`src/rtl/pipe_addsub.sv`:
```
// pipe_addsub: chunked, pipelined add/subtract with carry/borrow, overflow and zero flags
//   clk, rst_n           : clock, asynchronous active-low reset
//   in_valid/in_ready    : operand handshake (in_a, in_b, in_sub: 0 = a+b, 1 = a-b)
//   out_valid/out_ready  : result handshake (out_sum, out_cf, out_of, out_zf)
module pipe_addsub #(
    parameter int WIDTH  = 32,
    parameter int STAGES = 4
) (
    input  logic             clk,
    input  logic             rst_n,
    input  logic             in_valid,
    output logic             in_ready,
    input  logic [WIDTH-1:0] in_a,
    input  logic [WIDTH-1:0] in_b,
    input  logic             in_sub,
    output logic             out_valid,
    input  logic             out_ready,
    output logic [WIDTH-1:0] out_sum,
    output logic             out_cf,
    output logic             out_of,
    output logic             out_zf
);
    localparam int C = WIDTH / STAGES;
    localparam int L = STAGES - 1;

    if (STAGES < 1 || WIDTH % STAGES != 0) begin : g_width_check
        $error("pipe_addsub: WIDTH must be a positive multiple of STAGES");
    end

    logic              adv;
    logic              loaded;
    logic [STAGES-1:0] v_q;
    logic [STAGES-1:0] c_q;
    logic [STAGES-1:0] sub_q;
    logic [WIDTH-1:0]  a_q [STAGES];
    logic [WIDTH-1:0]  b_q [STAGES];
    logic [WIDTH-1:0]  s_q [STAGES];
    logic [C:0]        part [STAGES];
    logic [WIDTH-1:0]  sum_fin;

    assign adv      = !out_valid || out_ready;
    assign in_ready = adv;

    // b_q already holds B' (inverted for subtraction); stage k adds its chunk plus the carry of k-1
    for (genvar k = 0; k < STAGES; k++) begin : g_chunk
        assign part[k] = {1'b0, a_q[k][k*C +: C]} + {1'b0, b_q[k][k*C +: C]} + {{C{1'b0}}, c_q[k]};
    end

    always_comb begin
        sum_fin = s_q[L];
        sum_fin[L*C +: C] = part[L][C-1:0];
    end

    // loaded keeps the zero flag low until a real result has reached the output
    assign out_zf = loaded && (out_sum == '0);

    always_ff @(posedge clk or negedge rst_n) begin
        if (!rst_n) begin
            v_q       <= '0;
            c_q       <= '0;
            sub_q     <= '0;
            for (int i = 0; i < STAGES; i++) begin
                a_q[i] <= '0;
                b_q[i] <= '0;
                s_q[i] <= '0;
            end
            out_valid <= 1'b0;
            out_sum   <= '0;
            out_cf    <= 1'b0;
            out_of    <= 1'b0;
            loaded    <= 1'b0;
        end else if (adv) begin
            v_q[0]   <= in_valid;
            a_q[0]   <= in_a;
            b_q[0]   <= in_sub ? ~in_b : in_b;
            c_q[0]   <= in_sub;
            sub_q[0] <= in_sub;
            s_q[0]   <= '0;
            for (int k = 1; k < STAGES; k++) begin
                v_q[k]   <= v_q[k-1];
                a_q[k]   <= a_q[k-1];
                b_q[k]   <= b_q[k-1];
                sub_q[k] <= sub_q[k-1];
                c_q[k]   <= part[k-1][C];
                s_q[k]   <= s_q[k-1];
                s_q[k][(k-1)*C +: C] <= part[k-1][C-1:0];
            end
            out_valid <= v_q[L];
            if (v_q[L]) begin
                out_sum <= sum_fin;
                out_cf  <= part[L][C] ^ sub_q[L];
                out_of  <= (a_q[L][WIDTH-1] == b_q[L][WIDTH-1]) && (sum_fin[WIDTH-1] != a_q[L][WIDTH-1]);
                loaded  <= 1'b1;
            end
        end
    end
endmodule

```
`config.mk`:
```
export PLATFORM = sky130hd
export DESIGN_NAME = pipe_addsub
export DESIGN_NICKNAME = d
export VERILOG_FILES = /design/src/rtl/pipe_addsub.sv
export SDC_FILE = /design/constraint.sdc
export NUM_CORES = 1
export LEC_CHECK = 0
export ABC_CLOCK_PERIOD_IN_PS = 2400
export CORE_ASPECT_RATIO = 1.4
export CORE_UTILIZATION = 54
export CTS_BUF_LIST = sky130_fd_sc_hd__clkbuf_2 sky130_fd_sc_hd__clkbuf_4 sky130_fd_sc_hd__clkbuf_8
export DETAILED_ROUTE_END_ITERATION = 16
export PLACE_DENSITY = 0.79
export SETUP_SLACK_MARGIN = 0.02
export SYNTH_ARGS = -nofsm -noshare
export SYNTH_HDL_FRONTEND = slang
export SYNTH_SLANG_ARGS = --single-unit
```
`constraint.sdc`:
```
create_clock -name clk -period 2.4 [get_ports clk]
set_input_delay 0.48 -clock clk [delete_from_list [all_inputs] [get_ports clk]]
set_output_delay 0.48 -clock clk [all_outputs]
set_load 0.01 [all_outputs]
```
======== Word level (Yosys, flattened, before mapping) ========
Cells that the tools add are included.
word-level totals
  bits in registers ....................... 352
  bits in latches ......................... 0
  RAM bits ................................ 0
  bits in read-only memories .............. 0
  output and inout port bits .............. 37
  word-level logic and storage cells ...... 38
  memories kept ........................... 0
operators by class
  add/sub/neg operators ................... 8
  multiply operators ...................... 0
  div/mod/pow operators ................... 0
  order comparisons ....................... 0
  equal/unequal tests ..................... 2
  shifts and indexed selects .............. 0
  mux-type cells .......................... 1
  bitwise logic cells ..................... 2
  reductions and logical operators ........ 6
operator list
  operator           number
  $add 8x8->9        4
  $add 9x1->9        4
  $logic_not 32->1   1
  $mux 32            1
  $not 32->32        1
  $logic_and 1x1->1  2
  $reduce_and 2->1   1
  $eq 1x1->1         1
  $logic_not 1->1    1
  $logic_or 1x1->1   1
  $ne 1x1->1         1
  $xor 1x1->1        1

======== Longest topological paths before layout ========
Gate-level depths: netlist (run 1).
  word-level depth ........................ 4
  mapped depth ............................ 7

======== Least setup slack after synthesis (run 1) ========
Ideal clock, no wire load.
  path kind ............................... register to register
  start point ............................. register c_q[2]
  end point ............................... register c_q[3]
  arrival time ............................ 2.132 ns
  required time ........................... 2.276 ns
  setup slack ............................. 0.144 ns
  cell stages (with the launch flop) ...... 7
  path buffers ............................ 0
  cells stage by stage .................... dfrtp_1 > fa_1 > fa_1 > a211oi_1 > nor2_1 > o31a_1 > o31a_1
between the ends
  longest elaborated chain between the ends .. 1
ends and longest elaborated chain
  item                              RTL line  RTL
  start: declaration                33        logic [STAGES-1:0] c_q;
  start signal: indexed assignment  84        c_q[k] <= part[k-1][C];
  $add 9x1->9                       46        assign part[k] = {1'b0, a_q[k][k*C +: C]} + {1'b0, b_q[k][k*C +: C]} + {{C{1'b0}}, c_q[k]};
Every way passes these cells.
A chain may end at the register's enable or synchronous reset.

======== Final worst setup path (run 1) ========
  start point ............................. input out_ready
  end point ............................... output in_ready
between the ends
  longest elaborated chain between the ends .. 1
ends and longest elaborated chain
  item                RTL line  RTL
  start: declaration  17        input logic out_ready,
  $logic_or 1x1->1    41        assign adv = !out_valid || out_ready;
  end: declaration    12        output logic in_ready,
Every way passes these cells.

==> impl_metrics.toml, run 1 <==
[critical_path]
cp-start-kind = "input pin"
r2r_end = "c_q[3]$_DFFE_PN0N_"
end_kind = "output pin"
rrSetupSlack_ns = 0.12
r2r-start = "c_q[2]$_DFFE_PN0N_"
worstSetupPathType = "input pin to output pin"
crit_fanout = 5
cp.required_ns = 1.92
worstRegToRegCells = 6
worstPathArrival_ns = 1.82

[timing]
worst_slew_pin_slew_ns = 0.754
finalSetupViolCount = 0
tns_ns = 0
min_period_over_period = 0.956
finalHoldViolCount = 0
finClkSkew_ns = 0.0243
rsz0062_at_grt = "false"
drv_slew = 0
fin_hold_ws_ns = 0.437
setup_ws_ns = 0.105
max_slew_margin = 0.496
layout_min_cycle_time_ns = 2.30
max_freq_ghz = 0.436

[placement]
gp_congestion = 0.876
dpl.cell_count = 1503
hpwl_mm = 14.4
place_area_mm2 = 0.0126
port_buffers = 105
post-place-ws_ns = 0.0110

[final_layout]
final_core_util = 0.659
nets = 1395
syn2layout_area_growth_pct = 19.9
fin_area_mm2 = 0.0135
stdcell_count = 1572
antennaDiodeCount = 0
drive_above_1_share = 0.0843

[synth]
async_flop_share = 1.00
synth_nets = 1282
synth_cell_types = 48
synth-seq-cells = 255
synth_edf_count = 0
ys.flop_type = "dfrtp_1"
ys_warn_count = 0
syn_inst = 1177
synth_area_mm2 = 0.0113
synth-seq-area-share = 0.567
postSynthAreaPerCell_um2 = 9.56

[floorplan]
dieArea_mm2 = 0.0214
rows = 62
boundaryPins = 106
die_h_um = 173
fp.dieW_um = 124
start_util = 0.550
core_mm2 = 0.0205

[pwr]
ir_drop_mv = 0.508
swShare = 0.361
switchingPower_mw = 6.56
total_power_mw = 18.1
combPwrFrac = 0.386
leakage_nw = 6.55
power_density_mw_per_mm2 = 1340
clkPwrFrac = 0.203
p_int_mw = 11.6
sequentialPowerShare = 0.410

[hold_path]
min_to = "c_q[0]$_DFFE_PN0N_"
hold_class = "input pin to flip-flop"
min-delay-start = "in_sub"
hold-path-cell-count = 3

[routing]
num_vias = 8119
drcViolationCount = 0
drt-total-wl_mm = 21.4
drtPass1Iterations = 5
detail_route.wl_per_cell_um = 13.6
detail_route.iter0.violations = 433
drt-vias-per-instance = 5.16
drtAntennaViolNets = 0

[clock_tree]
clk_pin_slew_worst_paths_ns = 0.06
cts_buffers = 38
clk_latency_ns = 0.54
cts.sinks = 255
cts_buffer_depth = 3
tritoncts = "yes"
clockRootBuffer = "clkbuf_8"
cts_htree_levels = 2

[job]
max_cap_viol_count = 0

[grt]
grt_max_degree = 133
grt_pass1_vias = 7844
grt_usage = 0.216
grt.overflow.total = 0
antenna_found_initial = 0
grt_pass1_wl_mm = 37.6

[status]
status = "finished clean"
cells by family after synthesis:
group,count (synthesis),synth area share
mux,31,0.0304
fa+ha+maj,36,0.0454
buf+inv,66,0.0267
compound gates,131,0.0766
simple gates,620,0.224
flops,255,0.567
xor+xnor,38,0.0296
what timing repair did:
item                                    4_1_cts  5_1_grt
hold endpoints to repair                     57        0
buffers inserted                              1        1
resized for setup                             8        7
pin swaps                                     0        3
endpoints found under the setup margin        4        7
hold buffers                                  1        0
synthesized netlist by cell type (5+ instances only):
master / number / area (um^2)
nor4_1: 8 / 50.1
nor4b_1: 7 / 61.3
a221oi_1: 5 / 43.8
nor2_1: 7 / 26.3
nand2_1: 546 / 2050
ha_1: 28 / 350
nand3_1: 5 / 25.0
o21ai_0: 21 / 105
o21bai_1: 6 / 45.0
nor3b_1: 14 / 105
xnor2_1: 36 / 315
buf_2: 36 / 180
o31a_1: 7 / 61.3
inv_1: 6 / 22.5
o21ai_1: 40 / 200
fa_1: 8 / 160
a211oi_1: 16 / 120
mux2i_1: 6 / 60.1
mux2_1: 25 / 282
a21o_1: 8 / 60.1
o31ai_1: 8 / 60.1
nor3_1: 10 / 50.1
clkbuf_1: 20 / 75.1
dfrtp_1: 255 / 6380
nand2b_1: 9 / 56.3
per-layer routing:
layer	share of wire	wire, um	GRT usage
met1	0.47	10000	0.314
met3	0.033	708	0.0340
met5	0	0	0
met2	0.47	10100	0.332
met4	0.023	495	0.0714
worst max-delay path by stage:
stage | start | end | slack, ns | cells past startpoint
after floorplan | c_q[2]$_DFFE_PN0N_ | c_q[3]$_DFFE_PN0N_ | 0.14 | 6
after detailed placement | c_q[0]$_DFFE_PN0N_ | c_q[1]$_DFFE_PN0N_ | 0.01 | 6
after global placement | c_q[0]$_DFFE_PN0N_ | c_q[1]$_DFFE_PN0N_ | 0.09 | 6
final | out_ready | in_ready | 0.10 | 4
after CTS | out_sum[3]$_DFFE_PN0P_ | out_zf | -0.006 | 5
after global routing | c_q[2]$_DFFE_PN0N_ | c_q[3]$_DFFE_PN0N_ | 0.03 | 6
critical path, cell delays in order:
cell and delay, ns:
clkdlybuf4s50_1 0.45, nor2b_4 0.28, inv_6 0.07, clkdlybuf4s50_1 0.53
cells in the final DEF, fill, tap and decap left out, drive strengths merged, types with 5 or more instances in the layout:
master	n
nand2	547
dfrtp	255
clkdlybuf4s50	102
clkbuf	62
o21ai	61
xnor2	36
ha	28
buf	28
mux2	25
a211oi	16
nor3b	14
nor3	10
nand2b	9
a21o	8
nor2	8
o31ai	8
inv	8
fa	8
nor4	8
nor4b	7
o31a	7
o21bai	6
mux2i	6
nand3	5
a221oi	5
o21a	5
sequential cells by signal (all words and copies together), names as in the netlist:
signal     count
a_q           80
out_of         1
out_cf         1
sub_q          3
s_q           48
loaded         1
out_valid      1
b_q           80
v_q            4
out_sum       32
c_q            4
final cells by class:
cell class	count	area, um^2
Fill cell	1620	6980
Sequential cell	255	6380
Multi-Input combinational cell	856	4640
Clock inverter	4	45.0
Timing Repair Buffer	131	1310
Tap cell	256	320
Clock buffer	62	772
Inverter	8	35.0
power by group through the flow:
stage	logic [mW]	registers, mW	clock network, mW
6_report	7.01	7.44	3.69
5_1_grt	7.98	7.69	3.97
4_1_cts	6.98	7.44	3.78
3_5_place_dp	6.88	7.49	0
3_3_place_gp	6.66	7.42	0
2_1_floorplan	4.82	7.25	0
Power figures use the tool's default switching activity.
==> run 2: changes to the inputs <==
--- a/config.mk
+++ b/config.mk
@@ -10,8 +10,8 @@
 export CORE_UTILIZATION = 54
 export CTS_BUF_LIST = sky130_fd_sc_hd__clkbuf_2 sky130_fd_sc_hd__clkbuf_4 sky130_fd_sc_hd__clkbuf_8
 export DETAILED_ROUTE_END_ITERATION = 16
+export HOLD_SLACK_MARGIN = 0.15
 export PLACE_DENSITY = 0.79
-export SETUP_SLACK_MARGIN = 0.02
 export SYNTH_ARGS = -nofsm -noshare
 export SYNTH_HDL_FRONTEND = slang
 export SYNTH_SLANG_ARGS = --single-unit
==> run 2 against run 1 <==
Setup slack got worse by 0.0022 ns. First-iteration DRC count rose by 15%. Combinational power barely moved. Die area did not move. Clock skew rose by 0.00082 ns. Critical endpoint unchanged. Largest cell class unchanged.
==> impl_metrics.toml, run 2 (same netlist as run 1, synthesis figures left out) <==
[final_layout]
drive_above_1_share = 0.0836
antennaDiodeCount = 0
nets = 1395
syn2layout_area_growth_pct = 19.9
top_regs = "a_q x80, b_q x80, s_q x48"
stdcell_count = 1572
layout_common_cells = "546 x nand2_1, 255 x dfrtp_1, 102 x clkdlybuf4s50_1, 49 x clkbuf_8, 40 x o21ai_1"
fin_area_mm2 = 0.0135
final_common_cell = "nand2_1"

[critical_path]
cp-start-kind = "input pin"
end_kind = "output pin"
crit_fanout = 5
r2r-start = "c_q[2]$_DFFE_PN0N_"
worstPathArrival_ns = 1.82
cp.required_ns = 1.92
crit_start = "out_ready"
worstSetupPathType = "input pin to output pin"
rrSetupSlack_ns = 0.12

[placement]
port_buffers = 105
hpwl_mm = 14.4
post-place-ws_ns = 0.0110
gp_congestion = 0.876
dpl.cell_count = 1503
place_area_mm2 = 0.0126

[timing]
worst_slew_pin_slew_ns = 0.753
finalSetupViolCount = 0
rsz0062_at_grt = "false"
max_slew_margin = 0.497
layout_min_cycle_time_ns = 2.30
tns_ns = 0
drv_slew = 0
finalHoldViolCount = 0
finClkSkew_ns = 0.0251
min_period_over_period = 0.957
setup_ws_ns = 0.103
max_freq_ghz = 0.435

[pwr]
power_density_mw_per_mm2 = 1340
leakage_nw = 6.55
ir_drop_mv = 0.509

[routing]
drtPass1Iterations = 5
drt-total-wl_mm = 21.4
drt-vias-per-instance = 5.18
detail_route.wl_per_cell_um = 13.6
detail_route.iter0.violations = 499
num_vias = 8142
drcViolationCount = 0
drtAntennaViolNets = 0

[clock_tree]
cts_htree_levels = 2
tritoncts = "yes"
cts_buffers = 38
cts_buffer_depth = 3
cts.sinks = 255
clk_pin_slew_worst_paths_ns = 0.06
clk_latency_ns = 0.54
clockRootBuffer = "clkbuf_8"

[status]
status = "finished clean"

[grt]
grt_pass1_vias = 7844
grt_max_degree = 133
grt_pass1_wl_mm = 37.6
grt.overflow.total = 0
grt_usage = 0.216
antenna_found_initial = 0

[hold_path]
hold_class = "input pin to flip-flop"
min-delay-start = "in_sub"

[floorplan]
die_h_um = 173
boundaryPins = 106
core_mm2 = 0.0205
fp.dieW_um = 124
dieArea_mm2 = 0.0214
rows = 62
start_util = 0.550

[job]
max_cap_viol_count = 0
run 2: cell counts in the layout (fill, tap and decap cells not counted):
No cell type changed its count.
run 2: layer usage:
metal,track usage,vias up,share of wire
met2,0.332,158,0.48
met3,0.0340,42,0.034
met4,0.0714,0,0.023
li1,-,4089,-
met1,0.314,3853,0.47
met5,0,-,0
run 2: final cells by class:
class / instances / area (um^2)
fill: 1620 / 6990
clock buffer: 62 / 772
inverter: 8 / 35.0
tap: 256 / 320
multi-input combinational: 856 / 4630
sequential: 255 / 6380
timing repair buffer: 131 / 1310
clock inverter: 4 / 45.0
run 2: timing repair:
action	in CTS	in global routing
resized for setup	7	7
endpoints found under the hold margin	57	0
buffers inserted	1	1
pin swaps	0	3
endpoints found under the setup margin	3	7
gates cloned	0	0
hold buffers	1	0
run 2: worst max-delay path: stages:
cell and delay [ns]:
clkdlybuf4s50_1 0.45, nor2b_4 0.28, inv_6 0.07, clkdlybuf4s50_1 0.53
run 2: worst paths after layout:
| path | to | cells after the start |
|---|---|---|
| worst max-delay path | in_ready | 4 |
| worst max register to register | c_q[3]$_DFFE_PN0N_ | 6 |
| min in group asynchronous | a_q[94]$_DFFE_PN0N_ | 2 |
| worst min register to register | b_q[27]$_DFFE_PN0N_ | 2 |
| max in group asynchronous | b_q[126]$_DFFE_PN0N_ | 3 |
| worst min-delay path | c_q[0]$_DFFE_PN0N_ | 3 |
run 2: power by group:
| group | internal [mW] | leakage [nW] | total [mW] | switching [mW] |
|---|---|---|---|---|
| sequential | 6.21 | 3.09 | 7.44 | 1.23 |
| combinational | 3.23 | 3.02 | 7.00 | 3.76 |
| clock | 2.13 | 0.438 | 3.69 | 1.56 |
run 2: stage by stage:
step / hold WS, ns / total power, mW / util
2_1_floorplan: 0.184 / 12.1 / -
3_3_place_gp: 0.444 / 14.1 / 0.615
3_5_place_dp: 0.452 / 14.4 / 0.615
4_1_cts: 0.424 / 18.2 / 0.657
5_1_grt: 0.472 / 19.6 / 0.659
6_report: 0.437 / 18.1 / 0.659
